## src/rtl/gmii_pkg.sv

```systemverilog
// rtl/gmii_pkg.sv - shared GMII RX constants, FSM state type and CRC helper
package gmii_pkg;

    localparam logic [7:0]  PREAMBLE      = 8'h55;
    localparam logic [7:0]  SFD           = 8'hD5;
    localparam logic [31:0] CRC32_RESIDUE = 32'hC704DD7B;
    localparam logic [31:0] CRC32_POLY    = 32'hEDB88320;
    localparam int          FCS_LEN       = 4;

    localparam int TRL_RXER = 0;
    localparam int TRL_CRC  = 1;
    localparam int TRL_OVF  = 2;

    typedef enum logic [1:0] {
        IDLE = 2'd0,
        PRE  = 2'd1,
        DATA = 2'd2,
        DROP = 2'd3
    } state_t;

    // The CRC engine shifts LSB-first, so its register is the bit-mirror of the textbook residue.
    function automatic logic [31:0] bitrev32(input logic [31:0] v);
        logic [31:0] r;
        for (int i = 0; i < 32; i++) begin
            r[i] = v[31-i];
        end
        return r;
    endfunction

endpackage

```

## src/rtl/crc32_d8.sv

```systemverilog
// rtl/crc32_d8.sv - byte-wide reflected CRC-32 (IEEE 802.3) with init and enable
module crc32_d8
    import gmii_pkg::*;
(
    input  logic        clk_i,
    input  logic        rst_ni,
    input  logic        init_i,
    input  logic        en_i,
    input  logic [7:0]  data_i,
    output logic [31:0] crc_o
);

    logic [31:0] crc_q;
    logic [31:0] crc_d;
    logic [31:0] nxt;

    // One byte of LSB-first CRC update; init wins over enable.
    always_comb begin
        nxt = crc_q;
        for (int i = 0; i < 8; i++) begin
            nxt = (nxt >> 1) ^ (((nxt[0] ^ data_i[i]) == 1'b1) ? CRC32_POLY : 32'h0);
        end
        crc_d = crc_q;
        if (init_i) begin
            crc_d = '1;
        end else if (en_i) begin
            crc_d = nxt;
        end
    end

    // CRC register.
    always_ff @(posedge clk_i or negedge rst_ni) begin
        if (!rst_ni) begin
            crc_q <= '1;
        end else begin
            crc_q <= crc_d;
        end
    end

    assign crc_o = crc_q;

endmodule

```

## src/rtl/gmii2fifo9.sv

```systemverilog
// rtl/gmii2fifo9.sv - GMII RX to 9-bit FIFO bridge; FCS check under GMII2FIFO9_FCS_CHECK_EN
module gmii2fifo9
    import gmii_pkg::*;
#(
    parameter int CNT_W = 16
) (
    input  logic             gmii_rx_clk,
    input  logic             sys_rst_n,
    input  logic             gmii_rx_dv,
    input  logic             gmii_rx_er,
    input  logic [7:0]       gmii_rxd,
    input  logic             full,
    output logic [8:0]       din,
    output logic             wr_en,
    output logic             wr_clk,
    output logic [CNT_W-1:0] rx_frame_cnt,
    output logic [CNT_W-1:0] rx_drop_cnt
);

    localparam int DL_W = 8 * FCS_LEN;

    logic             dv_q, er_q;
    logic [7:0]       rxd_q;
    state_t           state_q, state_d;
    logic [DL_W-1:0]  dl_q, dl_d;
    logic [2:0]       dl_cnt_q, dl_cnt_d;
    logic             pay_q, pay_d;
    logic             rxer_q, rxer_d;
    logic             ovf_q, ovf_d;
    logic [8:0]       din_q, din_d;
    logic             wr_en_q, wr_en_d;
    logic [CNT_W-1:0] frm_cnt_q, frm_cnt_d;
    logic [CNT_W-1:0] drp_cnt_q, drp_cnt_d;
    logic [7:0]       status;
    logic             crc_err;
    logic             trl_fire, trl_pend, pay_lost;

    // The output register doubles as the pending-trailer holder: a trailer stays put while full.
    assign trl_fire = wr_en_q & ~din_q[8] & ~full;
    assign trl_pend = wr_en_q & ~din_q[8] &  full;
    assign pay_lost = wr_en_q &  din_q[8] &  full;

`ifdef GMII2FIFO9_FCS_CHECK_EN
    logic        crc_init, crc_en;
    logic [31:0] crc_val;

    assign crc_init = (state_q == PRE) && dv_q && (rxd_q == SFD) && !trl_pend;
    assign crc_en   = (state_q == DATA) && dv_q;

    crc32_d8 u_crc (
        .clk_i  (gmii_rx_clk),
        .rst_ni (sys_rst_n),
        .init_i (crc_init),
        .en_i   (crc_en),
        .data_i (rxd_q),
        .crc_o  (crc_val)
    );

    assign crc_err = (bitrev32(crc_val) != CRC32_RESIDUE);
`else
    assign crc_err = 1'b0;
`endif

    // Input register stage for the GMII receive pins.
    always_ff @(posedge gmii_rx_clk or negedge sys_rst_n) begin
        if (!sys_rst_n) begin
            dv_q  <= 1'b0;
            er_q  <= 1'b0;
            rxd_q <= 8'h00;
        end else begin
            dv_q  <= gmii_rx_dv;
            er_q  <= gmii_rx_er;
            rxd_q <= gmii_rxd;
        end
    end

    // Frame FSM next state, FCS delay line, trailer assembly and statistics.
    always_comb begin
        state_d   = state_q;
        dl_d      = dl_q;
        dl_cnt_d  = dl_cnt_q;
        pay_d     = pay_q;
        rxer_d    = rxer_q;
        ovf_d     = ovf_q | pay_lost;
        din_d     = din_q;
        wr_en_d   = trl_pend;
        frm_cnt_d = frm_cnt_q + (trl_fire ? CNT_W'(1) : CNT_W'(0));
        drp_cnt_d = drp_cnt_q;

        status           = 8'h00;
        status[TRL_RXER] = rxer_q | er_q;
        status[TRL_CRC]  = crc_err;
        status[TRL_OVF]  = ovf_q | pay_lost;

        case (state_q)
            IDLE: begin
                if (dv_q) begin
                    if (rxd_q == PREAMBLE) begin
                        state_d = PRE;
                    end else begin
                        state_d   = DROP;
                        drp_cnt_d = drp_cnt_q + CNT_W'(1);
                    end
                end
            end
            PRE: begin
                if (!dv_q) begin
                    state_d   = IDLE;
                    drp_cnt_d = drp_cnt_q + CNT_W'(1);
                end else if ((rxd_q == SFD) && !trl_pend) begin
                    state_d  = DATA;
                    dl_d     = '0;
                    dl_cnt_d = 3'd0;
                    pay_d    = 1'b0;
                    rxer_d   = 1'b0;
                    ovf_d    = 1'b0;
                end else if (rxd_q != PREAMBLE) begin
                    state_d   = DROP;
                    drp_cnt_d = drp_cnt_q + CNT_W'(1);
                end
            end
            DATA: begin
                rxer_d = rxer_q | er_q;
                if (dv_q) begin
                    dl_d = {dl_q[DL_W-9:0], rxd_q};
                    if (dl_cnt_q == 3'(FCS_LEN)) begin
                        pay_d   = 1'b1;
                        din_d   = {1'b1, dl_q[DL_W-1 -: 8]};
                        wr_en_d = 1'b1;
                    end else begin
                        dl_cnt_d = dl_cnt_q + 3'd1;
                    end
                end else begin
                    state_d = IDLE;
                    if (pay_q) begin
                        din_d   = {1'b0, status};
                        wr_en_d = 1'b1;
                    end else begin
                        drp_cnt_d = drp_cnt_q + CNT_W'(1);
                    end
                end
            end
            DROP: begin
                if (!dv_q) begin
                    state_d = IDLE;
                end
            end
            default: begin
                state_d = IDLE;
            end
        endcase
    end

    // State, delay line, frame flags, output register and counters.
    always_ff @(posedge gmii_rx_clk or negedge sys_rst_n) begin
        if (!sys_rst_n) begin
            state_q   <= IDLE;
            dl_q      <= '0;
            dl_cnt_q  <= 3'd0;
            pay_q     <= 1'b0;
            rxer_q    <= 1'b0;
            ovf_q     <= 1'b0;
            din_q     <= 9'h000;
            wr_en_q   <= 1'b0;
            frm_cnt_q <= '0;
            drp_cnt_q <= '0;
        end else begin
            state_q   <= state_d;
            dl_q      <= dl_d;
            dl_cnt_q  <= dl_cnt_d;
            pay_q     <= pay_d;
            rxer_q    <= rxer_d;
            ovf_q     <= ovf_d;
            din_q     <= din_d;
            wr_en_q   <= wr_en_d;
            frm_cnt_q <= frm_cnt_d;
            drp_cnt_q <= drp_cnt_d;
        end
    end

    assign din          = din_q;
    assign wr_en        = wr_en_q & ~full;
    assign wr_clk       = gmii_rx_clk;
    assign rx_frame_cnt = frm_cnt_q;
    assign rx_drop_cnt  = drp_cnt_q;

endmodule

```

## config.mk

```make
export PLATFORM = sky130hd
export DESIGN_NAME = gmii2fifo9
export DESIGN_NICKNAME = d
export VERILOG_FILES = /design/src/rtl/gmii_pkg.sv /design/src/rtl/crc32_d8.sv /design/src/rtl/gmii2fifo9.sv
export SDC_FILE = /design/constraint.sdc
export NUM_CORES = 1
export LEC_CHECK = 0
export ABC_AREA = 1
export BUFFER_PORTS_ARGS = -buffer_cell sky130_fd_sc_hd__buf_2
export CAP_MARGIN = 10
export CORE_UTILIZATION = 62
export DETAILED_ROUTE_END_ITERATION = 10
export PLACE_DENSITY = 0.85
export REMOVE_ABC_BUFFERS = 1
export SLEW_MARGIN = 20
export SYNTH_ARGS = -nofsm -noshare
export SYNTH_HDL_FRONTEND = slang
export SYNTH_SLANG_ARGS = --single-unit
```

## constraint.sdc

```tcl
create_clock -name gmii_rx_clk -period 5.15 [get_ports gmii_rx_clk]
set_clock_uncertainty 0.05 [all_clocks]
set_input_delay 0.515 -clock gmii_rx_clk [delete_from_list [all_inputs] [get_ports gmii_rx_clk]]
set_output_delay 0.515 -clock gmii_rx_clk [all_outputs]
set_load 0.05 [all_outputs]
```

Word level (Yosys, flattened, before mapping). Cells that the tools add are included.

Muxes and demuxes: 41. Add/subtract/negate cells: 3. Div/mod/pow operators: 0. Shift operators: 0. Multipliers: 0. Reduce and logical (&&, ||, !) cells: 14. Bitwise operators: 10. $lt $le $gt $ge: 0. Eq/ne operators: 21.

Operator list (number): 2-to-1 mux 16 bit (7); 2-to-1 mux 32 bit (3); case mux 32 bit (2 select lines) (1); case mux 16 bit (3 select lines) (1); 2-to-1 mux 9 bit (3); inequality test 2 bit, second input constant (10); adder 16 x 1 -> 16 bit (1); adder 16 x 1 -> 16 bit, second input constant (1); 2-to-1 mux 1 bit (12); 2-to-1 mux 2 bit (6); 2-to-1 mux 3 bit (4); AND reduction 5 bit (2); AND reduction 3 bit (3); equality test 8 x 7 -> 1 bit, second input constant (1); equality test 8 bit, second input constant (1); inequality test 8 x 7 -> 1 bit, second input constant (1); AND reduction 7 bit (1); AND 1 bit (6); inequality test 3 bit, second input constant (2); case mux 2 bit (3 select lines) (1); case mux 3 bit (2 select lines) (1); equality test 2 bit, second input constant (2); inequality test 4 bit, second input constant (1); case mux 1 bit (2 select lines) (2); 13 further kinds (16).

Memory bits (read-only): 0. Bits of input ports: 13. Bits in writable memories: 0. Flip-flop bits (word level): 92. Output and inout port bits: 43. Latch bits: 0. Memories kept: 0.

Logic depth before layout (Yosys ltp).
Word-level depth: 8. Depth in mapped cells: 9. Gate-level depth less buffers: 9.

==> impl_metrics.ini <==
[synth]
syn_area_mm2 = 0.00420
syn_inst = 491
ys_ff_latch = 92
syn_area_per_cell_um2 = 8.56
yosysSeqAreaShare = 0.548
synth.distinct_cells = 28
ys_warn_count = 0

[critical_path]
crit_buf_inv = 3
worstReg2RegStart = dv_q
cp_max_fo = 2
cp_slowest_cell = buf_2
arrival_ns = 3.00
cp_slowest_stage_delay_ns = 0.20
critPathMostFrequentCell = clkbuf_8
startpoint = gmii_rx_clk
crit_required_ns = 4.59
critical_path.cell_chain = clkbuf_8, clkbuf_8, buf_2
start_kind = clock port
crit_family = buffers and inverters
end_kind = output port
criticalPathCategory = clock port to output port

[routing]
drt-total-wl_um = 7770
remaining_drc_errors = 3
vias = 3323
routedWlPerCell_um = 12.3
drt_pass1_iterations = 9
avgViaCountPerCell = 5.27
ant_nets = 0
first_iter_violations = 149

[layout]
final_common_cell = nand2_1
antennaDiodeCount = 0
final_nets = 566
layout_common_cells = nand2_1 (189), dfrtp_1 (92), nand3_1 (64)
area_growth_pct = 13.2
final_layout_size_suffix_gt1_frac = 0.165

[min_path]
min-delay-start = gmii_rxd[5]
hp-class = input pin to register

[sta]
relSlewSlack = 0.353
tightest_slew_ns = 0.967
hold_viol_final = 0
grt_setup_unrepaired = no
final.setup.tns_ns = 0
setup_viol = 0
maxSlewViolCount = 0

[global_route]
grt_pass1_vias = 3099
grt.total_usage = 0.239
gr-total-overflow = 0
grt_max_degree = 63
antenna_found_initial = 0
grt_pass1_wl_um = 13600

[die]
initial_utilization = 0.651
die_y_um = 84.3
io_pins = 56
core_mm2 = 0.00646
num_rows = 29
die-area_mm2 = 0.00711
fp.dieW_um = 84.3

[placed_design]
gp_congestion = 0.869
port_buffers = 55
hpwlAfterDp_um = 5200

[cts]
cts_setup_buffers = 0
clk_latency_ns = 0.46
cts.clk_slew.worst_paths_ns = 0.09
cts_hold_buf = 1
cts_resized = 0
cts_tree = built

[power]
total_power_uw = 2630
p_leak_uw = 0.00262
ir_worst_vdd_mv = 0.360
power.density_mw_per_mm2 = 553

[outcome]
status = complete, but fails checks
violations = design-rule violations

[job]
max_cap_violations = 0
cells in the mapped netlist, drive strengths merged:
cell type  instances  area [um^2]
a21oi              7         35.0
a31oi              2         12.5
and2               2         12.5
buf                8         53.8
clkbuf             7         26.3
dfrtp             92         2300
ha                 5         62.6
inv               31          116
nand2            192          728
nand3             65          338
nand3b             1         7.51
nand4              6         52.6
nor2              34          168
nor3               8         40.0
o21ai              8         47.6
o21bai             1         7.51
xnor2              9         78.8
xor2              13          114
cell families after synthesis:
| logic type | Yosys count | share of synthesized area |
|---|---|---|
| flip-flops | 92 | 0.548 |
| AND/OR/NAND/NOR | 308 | 0.320 |
| adder cells (fa/ha/maj) | 5 | 0.0149 |
| AO/OA/AOI/OAI | 18 | 0.0244 |
| buffers and inverters | 46 | 0.0467 |
| XOR/XNOR | 22 | 0.0458 |
power by group:
part / total, uW / switching (uW) / internal, uW
Combinational: 955 / 701 / 253
Clock: 581 / 286 / 294
Sequential: 1100 / 154 / 945
stage by stage:
step / worst slack [ns] / std cells / util / area (um^2) / hold slack (ns)
CTS: 1.59 / 630 / 0.737 / 4760 / 0.0922
floorplan: 2.01 / 476 / - / 4120 / 0.169
finish: 1.59 / 630 / 0.737 / 4760 / 0.108
global placement: 1.82 / 610 / 0.699 / 4510 / 0.402
detailed placement: 1.82 / 610 / 0.699 / 4510 / 0.409
global route: 1.58 / 630 / 0.737 / 4760 / 0.0872
per-layer routing:
| metal | wire, um | GRT usage | up-vias |
|---|---|---|---|
| li1 | - | - | 1672 |
| met1 | 3650 | 0.326 | 1567 |
| met2 | 3740 | 0.385 | 73 |
| met3 | 292 | 0.0403 | 11 |
| met4 | 96 | 0.103 | 0 |
| met5 | 0 | 0 | - |
area by class of cell:
type	count	area (um^2)
flip-flops and latches	92	2300
clock buffers	17	195
multi-input cells	353	1700
repair buffers	57	298
clock inverters	3	46.3
fillers	463	1700
inverters	31	116
well taps	77	96.3
path summary, 6_finish.rpt:
| kind | to | slack (ns) | cells after the start |
|---|---|---|---|
| min reg2reg | din[5] | 0.43 | 2 |
| max reg2reg | dl_q[7] | 2.79 | 6 |
| min | rxd_q[5] | 0.11 | 1 |
| max in group asynchronous | din[8] | 3.51 | 3 |
| max | wr_clk | 1.59 | 3 |
| min in group asynchronous | rxd_q[3] | 0.46 | 2 |
state kept, by name, indices dropped and copies added (netlist names), 2 cells and up:
signal        flops
dl_cnt_q          3
rx_frame_cnt     16
state_q           2
rxd_q             8
din               9
rx_drop_cnt      16
dl_q             32
worst reg2reg max path: cells and delay by family, from the launching register on:
family	cells	cell delay [ns]
AOI/OAI and AO/OA	1	0.26
buffers and inverters	2	0.67
DFF	1	0.33
and+or+nand+nor	3	0.95
(Power assumes the default switching activity.)
